### src/rtl/regfile_wr_arbiter_if.sv
// Write-port bus between the producers (ALU, FPU, load unit) and the register-file write arbiter.
// The master side drives the requests and the regfile back-pressure; the slave side is the arbiter.
interface regfile_wr_arbiter_if #(
    parameter int NREQ = 3,
    parameter int DW   = 64,
    parameter int AW   = 5
);
    localparam int IW = $clog2(NREQ);

    logic [NREQ-1:0]    req_valid;
    logic [NREQ*AW-1:0] req_addr;
    logic [NREQ*DW-1:0] req_data;
    logic [NREQ-1:0]    req_ready;
    logic               wr_block;
    logic               wr_en;
    logic [AW-1:0]      wr_addr;
    logic [DW-1:0]      wr_data;
    logic [IW-1:0]      grant_id;

    modport master (
        output req_valid, req_addr, req_data, wr_block,
        input  req_ready, wr_en, wr_addr, wr_data, grant_id
    );

    modport slave (
        input  req_valid, req_addr, req_data, wr_block,
        output req_ready, wr_en, wr_addr, wr_data, grant_id
    );
endinterface

### src/rtl/regfile_wr_arbiter.sv
// Round-robin arbiter sharing the single register-file write port among NREQ producers,
// with a registered write stage one cycle after the handshake.
module regfile_wr_arbiter #(
    parameter int NREQ = 3,
    parameter int DW   = 64,
    parameter int AW   = 5,
    parameter int ZREG = 31
) (
    input  logic                clk,
    input  logic                reset,
    regfile_wr_arbiter_if.slave bus
);
    localparam int IW = $clog2(NREQ);

    logic [IW-1:0] rr_ptr;
    logic [IW-1:0] grant_idx;
    logic          grant_found;
    logic          xfer;
    logic [IW:0]   scan_sum;
    logic [IW-1:0] scan_idx;

    logic [AW-1:0] addr_arr [NREQ];
    logic [DW-1:0] data_arr [NREQ];

    for (genvar i = 0; i < NREQ; i++) begin : g_slice
        assign addr_arr[i] = bus.req_addr[i*AW +: AW];
        assign data_arr[i] = bus.req_data[i*DW +: DW];
    end

    // Scan rr_ptr, rr_ptr+1, ... wrapping at NREQ so non-power-of-2 counts never alias.
    always_comb begin
        // NOTE: every signal written here gets a default first, so no path can infer a latch.
        grant_found = 1'b0;
        grant_idx   = '0;
        scan_sum    = '0;
        scan_idx    = '0;
        for (int k = 0; k < NREQ; k++) begin
            scan_sum = {1'b0, rr_ptr} + (IW+1)'(k);
            if (scan_sum >= (IW+1)'(NREQ)) begin
                scan_sum = scan_sum - (IW+1)'(NREQ);
            end
            scan_idx = scan_sum[IW-1:0];
            if (!grant_found && bus.req_valid[scan_idx]) begin
                grant_found = 1'b1;
                grant_idx   = scan_idx;
            end
        end
    end

    // Reset gates the grant so nothing handshakes while the block is held in reset.
    assign xfer = grant_found & ~bus.wr_block & reset;

    always_comb begin
        bus.req_ready = '0;
        if (xfer) begin
            bus.req_ready[grant_idx] = 1'b1;
        end
    end

    always_ff @(posedge clk or negedge reset) begin
        if (!reset) begin
            // NOTE: sequential state uses non-blocking assignments so all registers update together.
            bus.wr_en    <= 1'b0;
            bus.wr_addr  <= '0;
            bus.wr_data  <= '0;
            bus.grant_id <= '0;
            rr_ptr       <= '0;
        end else if (xfer) begin
            bus.wr_en    <= (addr_arr[grant_idx] != AW'(ZREG));
            bus.wr_addr  <= addr_arr[grant_idx];
            bus.wr_data  <= data_arr[grant_idx];
            bus.grant_id <= grant_idx;
            rr_ptr       <= (grant_idx == IW'(NREQ - 1)) ? '0 : grant_idx + 1'b1;
        end else begin
            bus.wr_en <= 1'b0;
        end
    end
endmodule

### src/flat_wrapper.sv
// flat-port wrapper written by rule: the top's interface ports become plain ports
module regfile_wr_arbiter_flat 
#(
    parameter int NREQ = 3,
    parameter int DW   = 64,
    parameter int AW   = 5,
    parameter int ZREG = 31
)
  (clk, reset, bus_req_valid, bus_req_addr, bus_req_data, bus_wr_block, bus_req_ready, bus_wr_en, bus_wr_addr, bus_wr_data, bus_grant_id);
  regfile_wr_arbiter_if #(.NREQ(NREQ), .DW(DW), .AW(AW)) bus_i ();
  input  logic clk;
  input  logic reset;
  input wire logic [$bits(bus_i.req_valid)-1:0] bus_req_valid;
  input wire logic [$bits(bus_i.req_addr)-1:0] bus_req_addr;
  input wire logic [$bits(bus_i.req_data)-1:0] bus_req_data;
  input wire logic [$bits(bus_i.wr_block)-1:0] bus_wr_block;
  output wire logic [$bits(bus_i.req_ready)-1:0] bus_req_ready;
  output wire logic [$bits(bus_i.wr_en)-1:0] bus_wr_en;
  output wire logic [$bits(bus_i.wr_addr)-1:0] bus_wr_addr;
  output wire logic [$bits(bus_i.wr_data)-1:0] bus_wr_data;
  output wire logic [$bits(bus_i.grant_id)-1:0] bus_grant_id;
  assign bus_i.req_valid = bus_req_valid;
  assign bus_i.req_addr = bus_req_addr;
  assign bus_i.req_data = bus_req_data;
  assign bus_i.wr_block = bus_wr_block;
  assign bus_req_ready = bus_i.req_ready;
  assign bus_wr_en = bus_i.wr_en;
  assign bus_wr_addr = bus_i.wr_addr;
  assign bus_wr_data = bus_i.wr_data;
  assign bus_grant_id = bus_i.grant_id;
  regfile_wr_arbiter #(.NREQ(NREQ), .DW(DW), .AW(AW), .ZREG(ZREG)) u_core (.clk(clk), .reset(reset), .bus(bus_i));
endmodule
### config.mk
export PLATFORM = sky130hd
export DESIGN_NAME = regfile_wr_arbiter_flat
export DESIGN_NICKNAME = d
export VERILOG_FILES = /design/src/rtl/regfile_wr_arbiter_if.sv /design/src/rtl/regfile_wr_arbiter.sv /design/src/flat_wrapper.sv
export SDC_FILE = /design/constraint.sdc
export NUM_CORES = 1
export LEC_CHECK = 0
export CAP_MARGIN = 5
export CORE_AREA = 2 2 112 114
export DETAILED_ROUTE_END_ITERATION = 7
export DIE_AREA = 0 0 114 116
export GPL_ROUTABILITY_DRIVEN = 0
export HOLD_SLACK_MARGIN = 0.1
export PLACE_DENSITY = 0.92
export RECOVER_POWER = 100
export REMOVE_ABC_BUFFERS = 1
export SYNTH_ARGS = -nofsm -noshare
export SYNTH_HDL_FRONTEND = slang
export SYNTH_SLANG_ARGS = --single-unit
### constraint.sdc
create_clock -name clk -period 6.5 [get_ports clk]
set_input_delay 0.975 -clock clk [delete_from_list [all_inputs] [get_ports clk]]
set_output_delay 0.975 -clock clk [all_outputs]
set_load 0.01 [all_outputs]
==> metrics.md, run 1 <==
| Metric | Value |
|---|---|
| CTS H-Tree Depth | `3` |
| Failing checks | `max-capacitance violations, max-slew violations` |
| First-pass GRT wire length | `24300 um` |
| IO Count | `288` |
| Post-CTS Setup Inserts | `0` |
| Sequential-to-total area share from yosys stat | `41.5%` |
| Net Sw Power | `1.29 mW` |
| DRC | `0` |
| Core ar. | `0.0119 mm2` |
| Logic pwr share | `57.5%` |
| Post-synth EDFFs | `0` |
| Worst Max-Slew Pin Slew | `3.96 ns` |
| Wire length per cell | `17.0 um` |
| Status | `finished, violations left` |
| Cells on worst reg2reg path | `9` |
| Post-DP HPWL | `11700 um` |
| Pwr dens | `414 mW/mm2` |
| Vias in the first global route | `4873` |
| GRT Total Usage | `23.3%` |
| Antenna viol nets, final | `0` |
| Clk sinks | `74` |
| Die width | `114 um` |
| Unique cell type count in the Yosys netlist | `42` |
| Arr. time, crit path | `4.34 ns` |
| Asr flop ratio synth | `100%` |
| Reg-to-Reg End | `u_core.bus.wr_data[59]` |
| Setup TNS | `0 ns` |
| Worst Path Buf+Inv | `3` |
| Synth Cell Area | `0.00446 mm2` |
| Critical R2R Launch | `u_core.rr_ptr[1]` |
| Max incr delay on CP | `1.17 ns` |
| Rel. slew slack | `-164%` |
| Reg power frac | `24.9%` |
| Internal power | `1.87 mW` |
| Final Hold Fails | `0` |
| Starting Density | `37.4%` |
| Crit path cell chain | `dlygate4sd3_1 > mux2i_1 > o21ai_2 > o31ai_4 > clkbuf_2 > nor4_1 > clkdlybuf4s50_1` |
| Die height | `116 um` |
| Crit Path Max Fanout | `72` |
| Pwr Total | `3.16 mW` |
| Worst-path clk slew | `0.05 ns` |
| Dominant synthesized flop cell | `dfrtp_1` |
| Via-to-Cell Ratio | `5.35` |
| Number of synthesized register bits | `74` |
| Final Max Tran Viols | `208` |
| Tmin final | `5.31 ns` |
| CTS resizes | `0` |
| GR Overflow Total | `0` |
| Worst hold path cell count | `2` |
| Layout cells sized above 1 | `4.26%` |
| Crit end category | `output port` |
| Initial antenna violation count | `0` |
| Max Root-Sink Buffers | `2` |
| Final nets | `987` |
| Most common cell after layout, fill and taps aside | `clkdlybuf4s50_1` |
| Syn Inst Count | `518` |
| Max-cap violations | `3` |
| Fmax | `188 MHz` |
| Hold endpoint | `u_core.bus.wr_data[36]` |
| Syn_area_per_cell | `8.61 um2` |
| Area Growth Syn to Fin | `71.1%` |
| Max IR drop VDD | `0.241 mV` |
| Iter 0 DRT Violations | `300` |
| CTS tree | `yes` |
| Most frequent cells in the layout | `clkdlybuf4s50_1, nand2_1, dlygate4sd3_1, dfrtp_1, nor2_1` |
| Part of the cycle the worst path needs | `81.7%` |
| Top delay family on crit path | `buffers and inverters` |
| Critical Path RT | `5.52 ns` |
| Worst Skew | `0.00669 ns` |
| R2R setup slack | `2.28 ns` |
| Hold Crit Start | `u_core.bus.wr_data[36]` |
| CP max stage cell | `clkbuf_2` |
| Largest net degree at the start of global routing | `79` |
| Ant diodes | `0` |
| Worst hold path type | `reg -> reg` |
| WS Path Type | `in -> out` |
| Routed wire length | `15700 um` |
| Switching Fraction | `40.8%` |
| Leakage | `3.24 nW` |
| Crit path from | `bus_req_valid[1]` |
| Number of CTS-inserted buffers | `9` |
| Unrepaired setup endpoints after global routing | `false` |
| Root buf cell | `clkbuf_16` |
| Drt pass-1 iters | `5` |
| Clock group share of total power | `17.6%` |
| Die Area | `0.0132 mm2` |
| Post-CTS Hold Fix Bufs | `0` |
| Synth warn | `0` |
| Rows | `40` |
| Skew-Pair Late Insertion Delay | `0.33 ns` |
| Port Buf Inserts | `287` |
| Total number of vias | `4930` |
| CP startpoint kind | `input pin` |
| Final Setup Violations | `0` |
-- metal layers --
| layer | vias to the layer above | global-route usage, % | routed length [um] |
|---|---|---|---|
| met2 | 246 | 43.5 | 8000 |
| met3 | 20 | 6.69 | 1510 |
| li1 | 2404 | - | - |
| met1 | 2260 | 25.8 | 5910 |
| met5 | - | 0 | 0 |
| met4 | 0 | 6.99 | 276 |
-- power by group through the flow --
stage / registers [mW] / logic, mW / clock network (mW)
after detailed placement: 0.807 / 1.92 / 0
after global placement: 0.794 / 1.86 / 0
after CTS: 0.800 / 1.92 / 0.567
final: 0.789 / 1.82 / 0.556
after floorplan: 0.897 / 0.932 / 0
after global routing: 0.815 / 2.00 / 0.588
-- cells by family (layout without fill, tap and decap cells) --
logic type	after synthesis	after routing	synth area share (%)
mux	7	7	1.96
flops	74	74	41.5
buf+inv	57	314	5.78
simple gates	216	216	22.8
compound gates	160	160	26.8
fa+ha+maj	4	4	1.12
-- cell usage after synthesis (3+ instances only) --
cell type | count | area, um2
nand2_1 | 85 | 319
dfrtp_1 | 74 | 1850
nor2_1 | 58 | 218
o31ai_1 | 54 | 405
a211oi_1 | 53 | 398
and3_1 | 53 | 332
clkbuf_1 | 36 | 135
o211ai_1 | 14 | 105
a22oi_1 | 13 | 97.6
buf_2 | 11 | 55.1
o21ai_0 | 6 | 30.0
inv_1 | 5 | 18.8
a21oi_1 | 4 | 20.0
ha_1 | 4 | 50.1
mux2_2 | 4 | 45.0
a31oi_1 | 3 | 18.8
buf_6 | 3 | 33.8
nand3_1 | 3 | 15.0
nand3b_1 | 3 | 22.5
nor2b_1 | 3 | 18.8
o21a_1 | 3 | 22.5
-- worst reg2reg max path: stages, from the launching register on --
cell	delay (ns)
dfrtp_1	0.41
inv_1	0.09
ha_1	0.32
mux2i_1	0.43
o21ai_2	0.17
o31ai_4	0.30
clkbuf_2	1.17
a21oi_1	0.62
a22oi_1	0.42
o211ai_1	0.14
-- worst max path at each step --
stage,cells after the start,endpoint
after floorplan,4,bus_req_ready[2]
after global placement,6,bus_req_ready[0]
after detailed placement,6,bus_req_ready[0]
after CTS,6,bus_req_ready[0]
after global routing,7,bus_req_ready[1]
final,7,bus_req_ready[1]
-- area by class of cell --
cell class | instances | area [um2]
fill | 995 | 4280
timing repair buffer | 293 | 2910
multi-input combinational | 387 | 2330
sequential | 74 | 1850
clock buffer | 12 | 267
tap | 147 | 184
clock inverter | 4 | 72.6
inverter | 5 | 18.8
-- through the flow --
stage	hold slack [ns]	cell area [um2]	std cells	worst slack, ns	util (%)
after global routing	0.491	7630	922	1.08	64.1
after detailed placement	0.465	7330	906	1.75	61.5
after global placement	0.459	7330	906	1.79	61.5
after CTS	0.478	7670	922	1.74	64.4
final	0.468	7630	922	1.19	64.1
after floorplan	0.505	4220	466	1.04	-
-- sequential cells by signal, indices dropped and copies added (netlist names) --
name	count
u_core.bus.grant_id	2
u_core.bus.wr_addr	5
u_core.bus.wr_data	64
u_core.bus.wr_en	1
u_core.rr_ptr	2
(Power assumes the default switching activity.)
==> inputs of run 2 (changes only) <==
--- a/config.mk
+++ b/config.mk
@@ -6,9 +6,10 @@
 export NUM_CORES = 1
 export LEC_CHECK = 0
 export CAP_MARGIN = 5
-export CORE_AREA = 2 2 112 114
+export CORE_ASPECT_RATIO = 1.4
+export CORE_MARGIN = 2
+export CORE_UTILIZATION = 37
 export DETAILED_ROUTE_END_ITERATION = 7
-export DIE_AREA = 0 0 114 116
 export GPL_ROUTABILITY_DRIVEN = 0
 export HOLD_SLACK_MARGIN = 0.1
 export PLACE_DENSITY = 0.92
==> constraint.sdc (replaced) <==
create_clock -name clk -period 5 [get_ports clk]
set_input_delay 0.75 -clock clk [delete_from_list [all_inputs] [get_ports clk]]
set_output_delay 0.75 -clock clk [all_outputs]
set_load 0.01 [all_outputs]
==> metrics.md, run 2 (synthesis gave the netlist of run 1 again) <==
| Metric | Value |
|---|---|
| Die width | `96.8 um (-15%)` |
| Die Area | `0.0130 mm2 (-2.0%)` |
| Worst hold path type | `reg -> reg` |
| Routed wire length | `16400 um (+4.2%)` |
| End point of the critical path | `bus_req_ready[0]` |
| Iter 0 DRT Violations | `213 (-29%)` |
| First-pass GRT wire length | `25700 um (+6.0%)` |
| Clk sinks | `74 (unchanged)` |
| Ant diodes | `0 (unchanged)` |
| Post-DP HPWL | `11800 um (+1.4%)` |
| Largest register FFs | `64 (unchanged)` |
| Failing checks | `max-capacitance violations, max-slew violations` |
| Core ar. | `0.0118 mm2 (-0.77%)` |
| CTS resizes | `0 (unchanged)` |
| GR Overflow Total | `0 (unchanged)` |
| Initial antenna violation count | `0 (unchanged)` |
| Tmin final | `4.29 ns` |
| GRT Total Usage | `24.9% (+1.5 points)` |
| Starting Density | `37.7% (+0.29 points)` |
| CTS tree | `yes` |
| Max incr delay on CP | `0.67 ns (-0.50 ns)` |
| Critical R2R Launch | `u_core.rr_ptr[1]` |
| Total number of vias | `5058 (+2.6%)` |
| Arr. time, crit path | `3.54 ns (-0.80 ns)` |
| Port Buf Inserts | `287 (unchanged)` |
| Worst Skew | `0.00760 ns (+0.000902 ns)` |
| Die height | `134 um (+15%)` |
| Fmax | `233 MHz` |
| Biggest regs | `u_core.bus.wr_data x64, u_core.bus.wr_addr x5` |
| DRC | `0 (unchanged)` |
| Root buf cell | `clkbuf_16` |
| Skew-Pair Late Insertion Delay | `0.33 ns (about the same)` |
| Most common cell after layout, fill and taps aside | `clkdlybuf4s50_1` |
| Reg-to-Reg End | `u_core.bus.wr_data[54]` |
| Fillcell total | `944 (-5.1%)` |
| Number of CTS-inserted buffers | `9 (unchanged)` |
| Wire length per cell | `17.7 um (+3.9%)` |
| Layout cells sized above 1 | `4.88% (+0.63 points)` |
| Pwr Total | `4.26 mW (+35%)` |
| Rel. slew slack | `-28.1% (+140 points)` |
| Antenna viol nets, final | `0 (unchanged)` |
| Status | `finished, violations left` |
| Critical Path RT | `4.25 ns (-1.27 ns)` |
| Rows | `47 (+18%)` |
| IO Count | `288 (unchanged)` |
| CTS H-Tree Depth | `3 (unchanged)` |
| Crit Path Max Fanout | `6 (-92%)` |
| Drt pass-1 iters | `4 (-1)` |
| Leakage | `3.29 nW (+1.4%)` |
| Unrepaired setup endpoints after global routing | `false` |
| CP startpoint kind | `input pin` |
| Worst-path clk slew | `0.06 ns (about the same)` |
| Most frequent cells in the layout | `clkdlybuf4s50_1, nand2_1, dlygate4sd3_1` |
| Part of the cycle the worst path needs | `85.7%` |
| Top reg by flops | `u_core.bus.wr_data` |
| Post-CTS Setup Inserts | `0 (unchanged)` |
| WS Path Type | `in -> out` |
| Hold slack | `0.470 ns (+0.00171 ns)` |
| Crit end category | `output port` |
| Max IR drop VDD | `0.335 mV (+39%)` |
| Via-to-Cell Ratio | `5.47 (+2.3%)` |
| Multi-input gate area | `0.00233 mm2 (unchanged)` |
| Final Hold Fails | `0 (unchanged)` |
| R2R setup slack | `1.13 ns (-1.15 ns)` |
| Final Max Tran Viols | `147 (-29%)` |
| Vias in the first global route | `4988 (+2.4%)` |
| CP max stage cell | `clkdlybuf4s50_1` |
| Post-CTS Hold Fix Bufs | `0 (unchanged)` |
| Max-cap violations | `2 (-1)` |
| Final Setup Violations | `0 (unchanged)` |
| Pwr dens | `553 mW/mm2 (+33%)` |
| Setup TNS | `0 ns (unchanged)` |
| Crit path cell chain | `dlygate4sd3_1 > mux2i_1 > o21a_1 > a311o_2 > nor4_1 > clkdlybuf4s50_1` |
| Final nets | `990 (+0.30%)` |
| Max Root-Sink Buffers | `2 (unchanged)` |
| Largest net degree at the start of global routing | `75 (-5.1%)` |
| Area Growth Syn to Fin | `72.7%` |
| Worst Max-Slew Pin Slew | `1.92 ns (-2.04 ns)` |
| Cells on worst reg2reg path | `9 (unchanged)` |
| Register area | `0.00185 mm2 (unchanged)` |
| Crit path from | `bus_req_valid[1]` |
run 2: per-layer routing:
metal  vias to the layer above  GRT usage (%)  routed length, um
li1                       2415              -                  -
met1                      2344           27.7               6030
met2                       252           43.4               8500
met3                        47           6.62               1130
met4                         0           13.0                705
met5                         -              0                  0
run 2: cell type report:
type	count	share of cell area, %
clock buffer	12	3.46
multi-input combinational	387	30.3
timing repair buffer	296	38.1
sequential	74	24.0
clock inverter	4	1.56
tap	147	2.39
inverter	5	0.244
run 2: worst min-delay path by stage:
| stage | from | end | slack (ns) | cells past startpoint |
|---|---|---|---|---|
| floorplan | reset | u_core.bus.grant_id[0] | 0.45 | 0 |
| global placement | u_core.bus.wr_data[25] | u_core.bus.wr_data[25] | 0.46 | 2 |
| detailed placement | u_core.bus.wr_data[1] | u_core.bus.wr_data[1] | 0.47 | 2 |
| CTS | u_core.bus.wr_data[24] | u_core.bus.wr_data[24] | 0.48 | 2 |
| global route | u_core.bus.wr_data[39] | u_core.bus.wr_data[39] | 0.50 | 2 |
| finish | u_core.bus.wr_data[24] | u_core.bus.wr_data[24] | 0.47 | 2 |
run 2: metrics by stage:
stage,cells,utilization (%),setup WS (ns),instance area (um2)
floorplan,466,-,-0.110,4220
global placement,909,62.2,1.14,7350
detailed placement,909,62.2,1.11,7350
CTS,925,65.4,1.11,7740
global route,925,65.2,0.625,7700
finish,925,65.2,0.713,7700
run 2: critical path: cells and delay by family:
| kind | cells | cell delay [ns] |
|---|---|---|
| AOI/OAI and AO/OA | 2 | 0.61 |
| buffers and inverters | 2 | 1.33 |
| muxes | 1 | 0.20 |
| and+or+nand+nor | 1 | 0.64 |
run 2: where the power goes:
group / switching, mW / internal [mW]
clock network: 0.251 / 0.579
logic: 1.31 / 1.08
registers: 0.146 / 0.885
